--- src/rtl/fifo_wr_arb_if.sv ---
// Handshake bundle between the write requesters, the FIFO write port and fifo_wr_arb.
// The master side drives requests and FIFO status; the slave side is the arbiter.
interface fifo_wr_arb_if #(
    parameter int WIDTH = 8,
    parameter int DEPTH = 16,
    parameter int NREQ  = 4
);
    localparam int CW = $clog2(DEPTH) + 1;
    localparam int OW = $clog2(NREQ);

    logic [NREQ-1:0]       req;
    logic [NREQ*WIDTH-1:0] din;
    logic [NREQ-1:0]       ack;
    logic                  fifo_full;
    logic [CW-1:0]         fifo_count;
    logic                  fifo_write_en;
    logic [WIDTH-1:0]      fifo_datain;
    logic [OW-1:0]         owner;
    logic                  busy;

    modport master (
        output req, din, fifo_full, fifo_count,
        input  ack, fifo_write_en, fifo_datain, owner, busy
    );

    modport slave (
        input  req, din, fifo_full, fifo_count,
        output ack, fifo_write_en, fifo_datain, owner, busy
    );
endinterface

--- src/rtl/fifo_wr_arb.sv ---
// Round-robin burst arbiter feeding NREQ requesters into one FIFO write port.
// Each grant lasts up to BURST accepted beats; writes are registered one cycle after acceptance.
module fifo_wr_arb #(
    parameter int WIDTH = 8,
    parameter int DEPTH = 16,
    parameter int NREQ  = 4,
    parameter int BURST = 4
) (
    input logic          clk,
    input logic          reset,
    fifo_wr_arb_if.slave bus
);
    localparam int CW  = $clog2(DEPTH) + 1;
    localparam int OW  = $clog2(NREQ);
    localparam int BW  = $clog2(BURST + 1);
    localparam int NM1 = NREQ - 1;
    localparam int BM1 = BURST - 1;
    localparam logic [CW:0]   DEPTH_V = DEPTH[CW:0];
    localparam logic [OW-1:0] OWN_MAX = NM1[OW-1:0];
    localparam logic [BW-1:0] LAST_V  = BM1[BW-1:0];

    typedef enum logic {S_IDLE, S_BURST} state_t;

    state_t                     state, state_nx;
    logic [OW-1:0]              rr_ptr, owner, pick, cand, owner_inc;
    logic [BW-1:0]              beat_cnt;
    logic [NREQ-1:0][WIDTH-1:0] din_a;
    logic [CW:0]                occ;
    logic                       space, xfer, last_beat, busy;

    assign din_a = bus.din;

    // fifo_count lags our own registered write by a cycle, so count it in.
    assign occ       = {1'b0, bus.fifo_count} + {{CW{1'b0}}, bus.fifo_write_en};
    assign space     = (occ < DEPTH_V) && !bus.fifo_full;
    assign xfer      = busy && bus.req[owner] && space;
    assign last_beat = (beat_cnt == LAST_V);
    assign owner_inc = (owner == OWN_MAX) ? '0 : owner + OW'(1);

    // First requester at or above rr_ptr, wrapping; lowest offset wins.
    always_comb begin
        pick = rr_ptr;
        cand = '0;
        for (int k = NREQ - 1; k >= 0; k--) begin
            cand = OW'((int'(rr_ptr) + k) % NREQ);
            if (bus.req[cand]) pick = cand;
        end
    end

    always_ff @(posedge clk or negedge reset) begin
        if (!reset) state <= S_IDLE;
        else        state <= state_nx;
    end

    always_comb begin
        state_nx = state;
        case (state)
            S_IDLE:  if (|bus.req) state_nx = S_BURST;
            S_BURST: begin
                if (!bus.req[owner])        state_nx = S_IDLE;
                else if (xfer && last_beat) state_nx = S_IDLE;
            end
            default: state_nx = S_IDLE;
        endcase
    end

    always_comb begin
        busy    = (state == S_BURST);
        bus.ack = '0;
        if (busy) bus.ack[owner] = space;
    end

    assign bus.busy  = busy;
    assign bus.owner = owner;

    always_ff @(posedge clk or negedge reset) begin
        if (!reset) begin
            rr_ptr            <= '0;
            owner             <= '0;
            beat_cnt          <= '0;
            bus.fifo_write_en <= 1'b0;
            bus.fifo_datain   <= '0;
        end else begin
            bus.fifo_write_en <= xfer;
            if (xfer) bus.fifo_datain <= din_a[owner];
            case (state)
                S_IDLE: begin
                    if (|bus.req) begin
                        owner    <= pick;
                        beat_cnt <= '0;
                    end
                end
                S_BURST: begin
                    // Stalls (no space) leave beat_cnt and ownership untouched.
                    if (!bus.req[owner]) begin
                        rr_ptr <= owner_inc;
                    end else if (xfer) begin
                        beat_cnt <= beat_cnt + BW'(1);
                        if (last_beat) rr_ptr <= owner_inc;
                    end
                end
                default: ;
            endcase
        end
    end
endmodule

--- src/flat_wrapper.sv ---
// flat-port wrapper written by rule: the top's interface ports become plain ports
module fifo_wr_arb_flat 
#(
    parameter int WIDTH = 8,
    parameter int DEPTH = 16,
    parameter int NREQ  = 4,
    parameter int BURST = 4
)
  (clk, reset, bus_req, bus_din, bus_fifo_full, bus_fifo_count, bus_ack, bus_fifo_write_en, bus_fifo_datain, bus_owner, bus_busy);
  fifo_wr_arb_if #(.WIDTH(WIDTH), .DEPTH(DEPTH), .NREQ(NREQ)) bus_i ();
  input logic clk;
  input logic reset;
  input wire logic [$bits(bus_i.req)-1:0] bus_req;
  input wire logic [$bits(bus_i.din)-1:0] bus_din;
  input wire logic [$bits(bus_i.fifo_full)-1:0] bus_fifo_full;
  input wire logic [$bits(bus_i.fifo_count)-1:0] bus_fifo_count;
  output wire logic [$bits(bus_i.ack)-1:0] bus_ack;
  output wire logic [$bits(bus_i.fifo_write_en)-1:0] bus_fifo_write_en;
  output wire logic [$bits(bus_i.fifo_datain)-1:0] bus_fifo_datain;
  output wire logic [$bits(bus_i.owner)-1:0] bus_owner;
  output wire logic [$bits(bus_i.busy)-1:0] bus_busy;
  assign bus_i.req = bus_req;
  assign bus_i.din = bus_din;
  assign bus_i.fifo_full = bus_fifo_full;
  assign bus_i.fifo_count = bus_fifo_count;
  assign bus_ack = bus_i.ack;
  assign bus_fifo_write_en = bus_i.fifo_write_en;
  assign bus_fifo_datain = bus_i.fifo_datain;
  assign bus_owner = bus_i.owner;
  assign bus_busy = bus_i.busy;
  fifo_wr_arb #(.WIDTH(WIDTH), .DEPTH(DEPTH), .NREQ(NREQ), .BURST(BURST)) u_core (.clk(clk), .reset(reset), .bus(bus_i));
endmodule
--- config.mk ---
export PLATFORM = sky130hd
export DESIGN_NAME = fifo_wr_arb_flat
export DESIGN_NICKNAME = d
export VERILOG_FILES = /design/src/rtl/fifo_wr_arb_if.sv /design/src/rtl/fifo_wr_arb.sv /design/src/flat_wrapper.sv
export SDC_FILE = /design/constraint.sdc
export NUM_CORES = 1
export LEC_CHECK = 0
export BUFFER_PORTS_ARGS = -buffer_cell sky130_fd_sc_hd__buf_2
export CAP_MARGIN = 25
export CORE_AREA = 8 8 67 69
export DETAILED_ROUTE_END_ITERATION = 10
export DIE_AREA = 0 0 75 77
export GPL_ROUTABILITY_DRIVEN = 0
export PLACE_DENSITY = 0.71
export SYNTH_ARGS = -nofsm -noshare
export SYNTH_HDL_FRONTEND = slang
export SYNTH_SLANG_ARGS = --single-unit
--- constraint.sdc ---
create_clock -name clk -period 3.25 [get_ports clk]
set_input_delay 0.325 -clock clk [delete_from_list [all_inputs] [get_ports clk]]
set_output_delay 0.325 -clock clk [all_outputs]
set_load 0.02 [all_outputs]
==> metrics.md, run 1 <==
| Metric | Value |
|---|---|
| Status | completed |
| Critical Path End Type | output port |
| Root buffer cell | clkbuf_4 |
| Final min period | between 2 and 2.5 ns |
| Fin crit share | about two thirds |
| Clk_skew | approximately 0.0018 ns |
| H-Tree Depth | 1 |
| Die width | approximately 75 µm |
| GRT Util Overall | about a tenth |
| Post-CTS Setup Bufs | 0 |
| Unrepaired setup endpoints after global routing | no |
| Layout cells sized above 1 | between 50 and 60% |
| Row Count | 22 |
| Mapped Cells | between 80 and 90 |
| Deepest clock path buffer count | 2 |
| Flop and latch count out of synthesis | 17 |
| Nets | 200 |
| Hold Path Class | in -> reg |
| Vias in the first global route | 1019 |
| Critical path required time | slightly below 3 ns |
| CP max FO | 15 |
| Fill cells | roughly 330 |
| Leakage power | around 0.00076 µW |
| 1st-iter DRT viols | 61 |
| # IOs | 60 |
| Max VDD drop | ~0.23 mV |
| Storage element area | approximately 430 µm² |
| CTS clock-pin slew for the worst setup and hold paths | about 0.090 ns |
| FMAX | approximately 480 MHz |
| Layout area overhead | 33.1% |
| Mapped Area | approximately 1100 µm² |
| Clock tree from TritonCTS | built |
| Setup TNS | 0 ns |
| Antenna-violating nets left | 0 |
| Detailed Place HPWL | 2.42 mm |
| Total CTS buffers | 3 |
| Seq/Total Area, Yosys | a little under two fifths |
| Worst path top cell family by delay | flip-flops |
| Core box area | about 3500 µm² |
| Die area | 5780 µm² |
| Final setup fails | 0 |
| CP max stage delay | around 0.82 ns |
| CTS resizes | 0 |
| Startpoint Class | register |
| Syn_area_per_cell | approximately 13 µm² |
| Max-Cap Viols | 0 |
| Pin count of the biggest net entering global routing | 18 |
| Worst Tran Pin Value | ~0.72 ns |
| IO buf count | 59 |
| Mapped Nets | 138 |
| Post-layout util | a little over two fifths |
| DRC violations left | 0 |
| Worst setup path class | reg -> out |
| Crit path max-delay cell type | dfrtp_1 |
| CP Data Arrival Time | about 1.8 ns |
| WP buf/inv | 2 |
| Worst skew pair latency | ~0.28 ns |
| Synth warn | 0 |
| Crit path cell chain | inv_1, ha_1, and3_1, buf_2 |
| Final Max Tran Viols | 0 |
| ANT cells | 0 |
| Slew margin rel. | between 50 and 60% |
| Clock sinks | 17 |
| Hold Buf Count CTS | 1 |
| Final Hold Vio Count | 0 |
| GRT Residual Overflow | 0 |
| Total number of vias | between 900 and 1000 |
| Drt total wl | around 2.9 mm |
| Vias per cell | roughly 4.7 |
| Pre-antenna DRT Iters | 2 |
| First-pass GRT wire length | ~4.7 mm |
| Unique masters post-synth | 27 |
| Footprint of the multi-input gates | approximately 630 µm² |
| Antenna violations before repair | 0 |
| Power per Cell Area | about 750 nW/µm² |
| Starting density of the core | between 30% and 40% |
| Die Y | between 70 and 80 µm |
| DR WL/cell | 14.6 µm |
==> logic make-up (layout without fill, tap and decap cells) <==
family	count (synthesis)	in the layout	share of synthesized area, %
compound gates	14	14	9.79
fa+ha+maj	6	6	6.75
buf+inv	11	72	4.84
simple gates	20	20	10.1
flops	17	17	38.2
mux	20	20	30.3
==> stage by stage <==
step / instance area, µm² / hold slack [ns] / setup slack, ns / total power, µW / std cells
final: 1480 / 0.365 / 1.15 / 1110 / 197
after global routing: 1480 / 0.380 / 0.957 / 1210 / 197
after CTS: 1480 / 0.353 / 1.09 / 1130 / 197
after detailed placement: 1440 / 0.267 / 1.16 / 1020 / 192
after global placement: 1440 / 0.261 / 1.20 / 1000 / 192
after floorplan: 1110 / 0.0294 / 1.45 / 837 / 88
==> cells in the final DEF, fill, tap and decap left out, types with 2 or more instances in the layout <==
cell type  netlist  layout
nor3b_1          2       2
o21ai_0          4       4
mux2_4           3       3
a21oi_1          4       4
dfrtp_1         17      17
buf_2            1      59
mux2_2           7       7
mux4_2           9       9
ha_1             6       6
nor2_1           2       2
nand3_1          4       4
and3_1           4       4
clkbuf_4         0       3
inv_1            8       8
nand2_1          4       4
==> layout make-up <==
cell class / count / area share (%)
Tap cell: 48 / 4.06
Sequential cell: 17 / 28.7
Multi-Input combinational cell: 60 / 42.8
Clock buffer: 4 / 1.78
Timing Repair Buffer: 60 / 20.6
Inverter: 8 / 2.03
==> power breakdown <==
group          total (µW)  internal (µW)  switching [µW]
Combinational         572            307             264
Clock                 108           47.6            60.7
Sequential            431            303             128
==> sequential cells by signal (all words and copies together), names as in the netlist <==
name                      cells
u_core.beat_cnt               3
u_core.bus.busy               1
u_core.bus.fifo_datain        8
u_core.bus.fifo_write_en      1
u_core.bus.owner              2
u_core.rr_ptr                 2
==> metal layers <==
layer  GRT usage [%]  wire length (µm)  vias to the layer above  share of wire, %
li1                -                 -                      454                 -
met1            10.8              1030                      456                36
met2            18.8              1560                       23                54
met3            3.25               248                        2               8.6
met4            4.71                36                        0               1.3
met5               0                 0                        -                 0
==> final timing paths <==
kind	from	end	slack, ns	depth (start not counted)
worst min-delay path	bus_req[2]	u_core.bus.owner[0]$_DFFE_PN0P_	0.37	3
min in group asynchronous	reset	u_core.bus.fifo_datain[1]$_DFFE_PN0P_	0.49	2
max in group asynchronous	reset	u_core.bus.fifo_datain[0]$_DFFE_PN0P_	2.50	2
worst min register to register	u_core.bus.fifo_datain[2]$_DFFE_PN0P_	u_core.bus.fifo_datain[2]$_DFFE_PN0P_	0.51	1
worst max-delay path	u_core.bus.owner[0]$_DFFE_PN0P_	bus_ack[2]	1.15	4
worst max register to register	u_core.bus.owner[1]$_DFFE_PN0P_	u_core.bus.fifo_datain[3]$_DFFE_PN0P_	1.17	3
==> worst min-delay path: stages <==
cell and delay [ns]:
buf_2 0.13, nand2_1 0.06, a22o_1 0.11
==> synth_stat cells <==
| library cell | count | area share [%] |
|---|---|---|
| a21oi_1 | 4 | 1.8 |
| a22o_1 | 1 | 0.79 |
| and3_1 | 4 | 2.2 |
| buf_2 | 1 | 0.45 |
| buf_8 | 1 | 1.3 |
| clkbuf_1 | 1 | 0.34 |
| dfrtp_1 | 17 | 38 |
| ha_1 | 6 | 6.7 |
| inv_1 | 8 | 2.7 |
| mux2_2 | 7 | 7.1 |
| mux2_4 | 3 | 4.0 |
| mux2i_1 | 1 | 0.90 |
| mux4_2 | 9 | 18 |
| nand2_1 | 4 | 1.3 |
| nand3_1 | 4 | 1.8 |
| nand4_1 | 1 | 0.56 |
| nor2_1 | 2 | 0.68 |
| nor3_1 | 1 | 0.45 |
| nor3b_1 | 2 | 1.3 |
| nor3b_2 | 1 | 1.1 |
| o211ai_1 | 1 | 0.68 |
| o211ai_4 | 1 | 1.9 |
| o21ai_0 | 4 | 1.8 |
| o22a_1 | 1 | 0.79 |
| o22ai_1 | 1 | 0.56 |
| o41ai_2 | 1 | 1.5 |
| or2_2 | 1 | 0.56 |
Power figures use the tool's default switching activity.
==> inputs of run 2 (changes only) <==
--- a/config.mk
+++ b/config.mk
@@ -11,7 +11,7 @@
 export DETAILED_ROUTE_END_ITERATION = 10
 export DIE_AREA = 0 0 75 77
 export GPL_ROUTABILITY_DRIVEN = 0
-export PLACE_DENSITY = 0.71
+export PLACE_DENSITY = 0.74
 export SYNTH_ARGS = -nofsm -noshare
 export SYNTH_HDL_FRONTEND = slang
 export SYNTH_SLANG_ARGS = --single-unit
==> constraint.sdc (replaced) <==
create_clock -name clk -period 1.85 [get_ports clk]
set_input_delay 0.185 -clock clk [delete_from_list [all_inputs] [get_ports clk]]
set_output_delay 0.185 -clock clk [all_outputs]
set_load 0.02 [all_outputs]
==> run 2 against run 1 <==
  * Clock power up 91%
  * Sequential share of layout area down 0.71 points
  * Clock skew down 0.00094 ns
  * Register-to-register slack worse by 1.0 ns
  * Flip-flop and latch count unchanged
  * Total power up 85%
  * Global-route usage down 0.45 points
  * Hold slack worse by 0.15 ns
  * Combinational power up 110%
  * Sequential power up 50%
  * Design area up 2.5%
==> metrics.md, run 2 (synthesis gave the netlist of run 1 again) <==
| Metric | Value |
|---|---|
| Status | completed |
| Die Y | 77 µm |
| Final setup fails | 0 |
| Worst skew pair latency | approximately 0.3 ns |
| WP buf/inv | 0 |
| Critical Path End Type | register |
| Die area | 5780 µm² |
| 1st-iter DRT viols | 17 |
| Die width | ~75 µm |
| Final Max Tran Viols | 0 |
| Final min period | about 1.7 ns |
| CP max FO | 15 |
| Critical path required time | between 2 and 2.5 ns |
| Leakage power | between 0.0007 and 0.0008 µW |
| Drt total wl | approximately 2.9 mm |
| CP Data Arrival Time | roughly 1.9 ns |
| WHS | roughly 0.21 ns |
| Clk_skew | approximately 0.00090 ns |
| Fin area | ~1500 µm² |
| R2R cell count | 3 |
| Power per Cell Area | about 1400 nW/µm² |
| Flop2flop setup slack | around 0.16 ns |
| Layout cells sized above 1 | 58.4% |
| Clock sinks | 17 |
| Total CTS buffers | 3 |
| Worst path top cell family by delay | multiplexers |
| Antenna violations before repair | 0 |
| DRC violations left | 0 |
| ANT cells | 0 |
| Pre-antenna DRT Iters | 4 |
| Layout area overhead | 36.4% |
| IO buf count | 59 |
| Slew margin rel. | between 50% and 60% |
| Total number of vias | 966 |
| Starting density of the core | a little under a third |
| Antenna-violating nets left | 0 |
| CTS clock-pin slew for the worst setup and hold paths | approximately 0.10 ns |
| Root buffer cell | clkbuf_4 |
| Final Non-Filler Cells | between 200 and 250 |
| Clock tree from TritonCTS | built |
| Deepest clock path buffer count | 2 |
| Final Hold Vio Count | 0 |
| Core box area | approximately 3500 µm² |
| Most common cell after layout, fill and taps aside | buf_2 |
| FMAX | 592 MHz |
| Largest register FFs | 8 |
| Biggest register | u_core.bus.fifo_datain |
| # IOs | 60 |
| Worst Tran Pin Value | around 0.62 ns |
| CTS resizes | 0 |
| Hold path start | bus_req[2] |
| Max VDD drop | around 0.34 mV |
| GRT Util Overall | between 10% and 20% |
| Reg2reg end | u_core.bus.fifo_datain[3]$_DFFE_PN0P_ |
| Worst setup path class | reg -> reg |
| Vias per cell | 4.78 |
| H-Tree Depth | 1 |
| Hold depth | 3 |
| Row Count | 22 |
| Placed cells | approximately 200 |
| Most frequent cells in the layout | 59 x buf_2, 17 x dfrtp_1, 9 x mux4_2 |
| DR WL/cell | 14.3 µm |
| Startpoint Class | register |
| Hold endpoint | u_core.bus.owner[0]$_DFFE_PN0P_ |
| Setup TNS | 0 ns |
| Worst setup path startpoint | u_core.bus.owner[1]$_DFFE_PN0P_ |
| Vias in the first global route | 984 |
| Crit path max-delay cell type | mux4_2 |
| Unrepaired setup endpoints after global routing | no |
| Nets | a little over 200 |
| R2r startpoint | u_core.bus.owner[1]$_DFFE_PN0P_ |
| Fin crit share | 91.2% |
| Max-Cap Viols | 0 |
| CP max stage delay | roughly 0.56 ns |
| First-pass GRT wire length | ~4.6 mm |
| Detailed Place HPWL | around 2.5 mm |
| GRT Residual Overflow | 0 |
| Hold Path Class | in -> reg |
| Largest regs | u_core.bus.fifo_datain x8, u_core.beat_cnt x3 |
| Dpl cell area | 1480 µm² |
| Crit path cell chain | mux4_2, o211ai_4, mux2_2 |
| Pin count of the biggest net entering global routing | 18 |
run 2: cell count changes in the layout (fill, tap and decap cells not counted):
cell	change
buf_4	+5
run 2: power by group:
part	internal, µW	leakage, µW	switching [µW]
Sequential	533	0.000210	115
Combinational	603	0.000558	594
Clock	84.1	0.0000150	122
run 2: final cells by class:
cell class | count | area (µm²)
Sequential cell | 17 | 425
Fill cell | 342 | 1980
Timing Repair Buffer | 65 | 343
Tap cell | 48 | 60.1
Multi-Input combinational cell | 60 | 633
Inverter | 8 | 30.0
Clock buffer | 4 | 26.3
run 2: metrics by stage:
step	power, µW	util [%]	worst slack (ns)
3_3_place_gp	1860	42.4	0.204
4_1_cts	2090	43.4	0.145
6_report	2050	43.4	0.162
3_5_place_dp	1870	42.4	0.157
5_1_grt	2200	43.4	0.0847
2_1_floorplan	1470	-	0.0457
run 2: what timing repair did:
action | 4_1_cts | 5_1_grt
setup endpoints to repair | 0 | 0
endpoints found under the hold margin | 17 | 0
buffers inserted | 0 | 0
hold buffers | 1 | 0
run 2: worst max path at each step:
stage                                                  to  slack (ns)  depth (start not counted)
CTS                 u_core.bus.fifo_datain[5]$_DFFE_PN0P_        0.15                          3
global route                                   bus_ack[0]        0.08                          4
floorplan           u_core.bus.fifo_datain[0]$_DFFE_PN0P_        0.05                          4
finish              u_core.bus.fifo_datain[3]$_DFFE_PN0P_        0.16                          3
global placement    u_core.bus.fifo_datain[1]$_DFFE_PN0P_        0.20                          3
detailed placement  u_core.bus.fifo_datain[3]$_DFFE_PN0P_        0.16                          3
run 2: worst reg2reg max path, stage by stage (launching register included):
cell and delay, ns:
dfrtp_1 0.38, mux4_2 0.56, o211ai_4 0.24, mux2_2 0.40
run 2: per-layer routing:
metal / vias to the layer above / GRT usage (%) / share of wire, %
li1: 469 / - / -
met1: 467 / 10.2 / 35
met4: 0 / 5.29 / 1.5
met3: 4 / 2.21 / 8.7
met2: 26 / 18.4 / 55
met5: - / 0 / 0
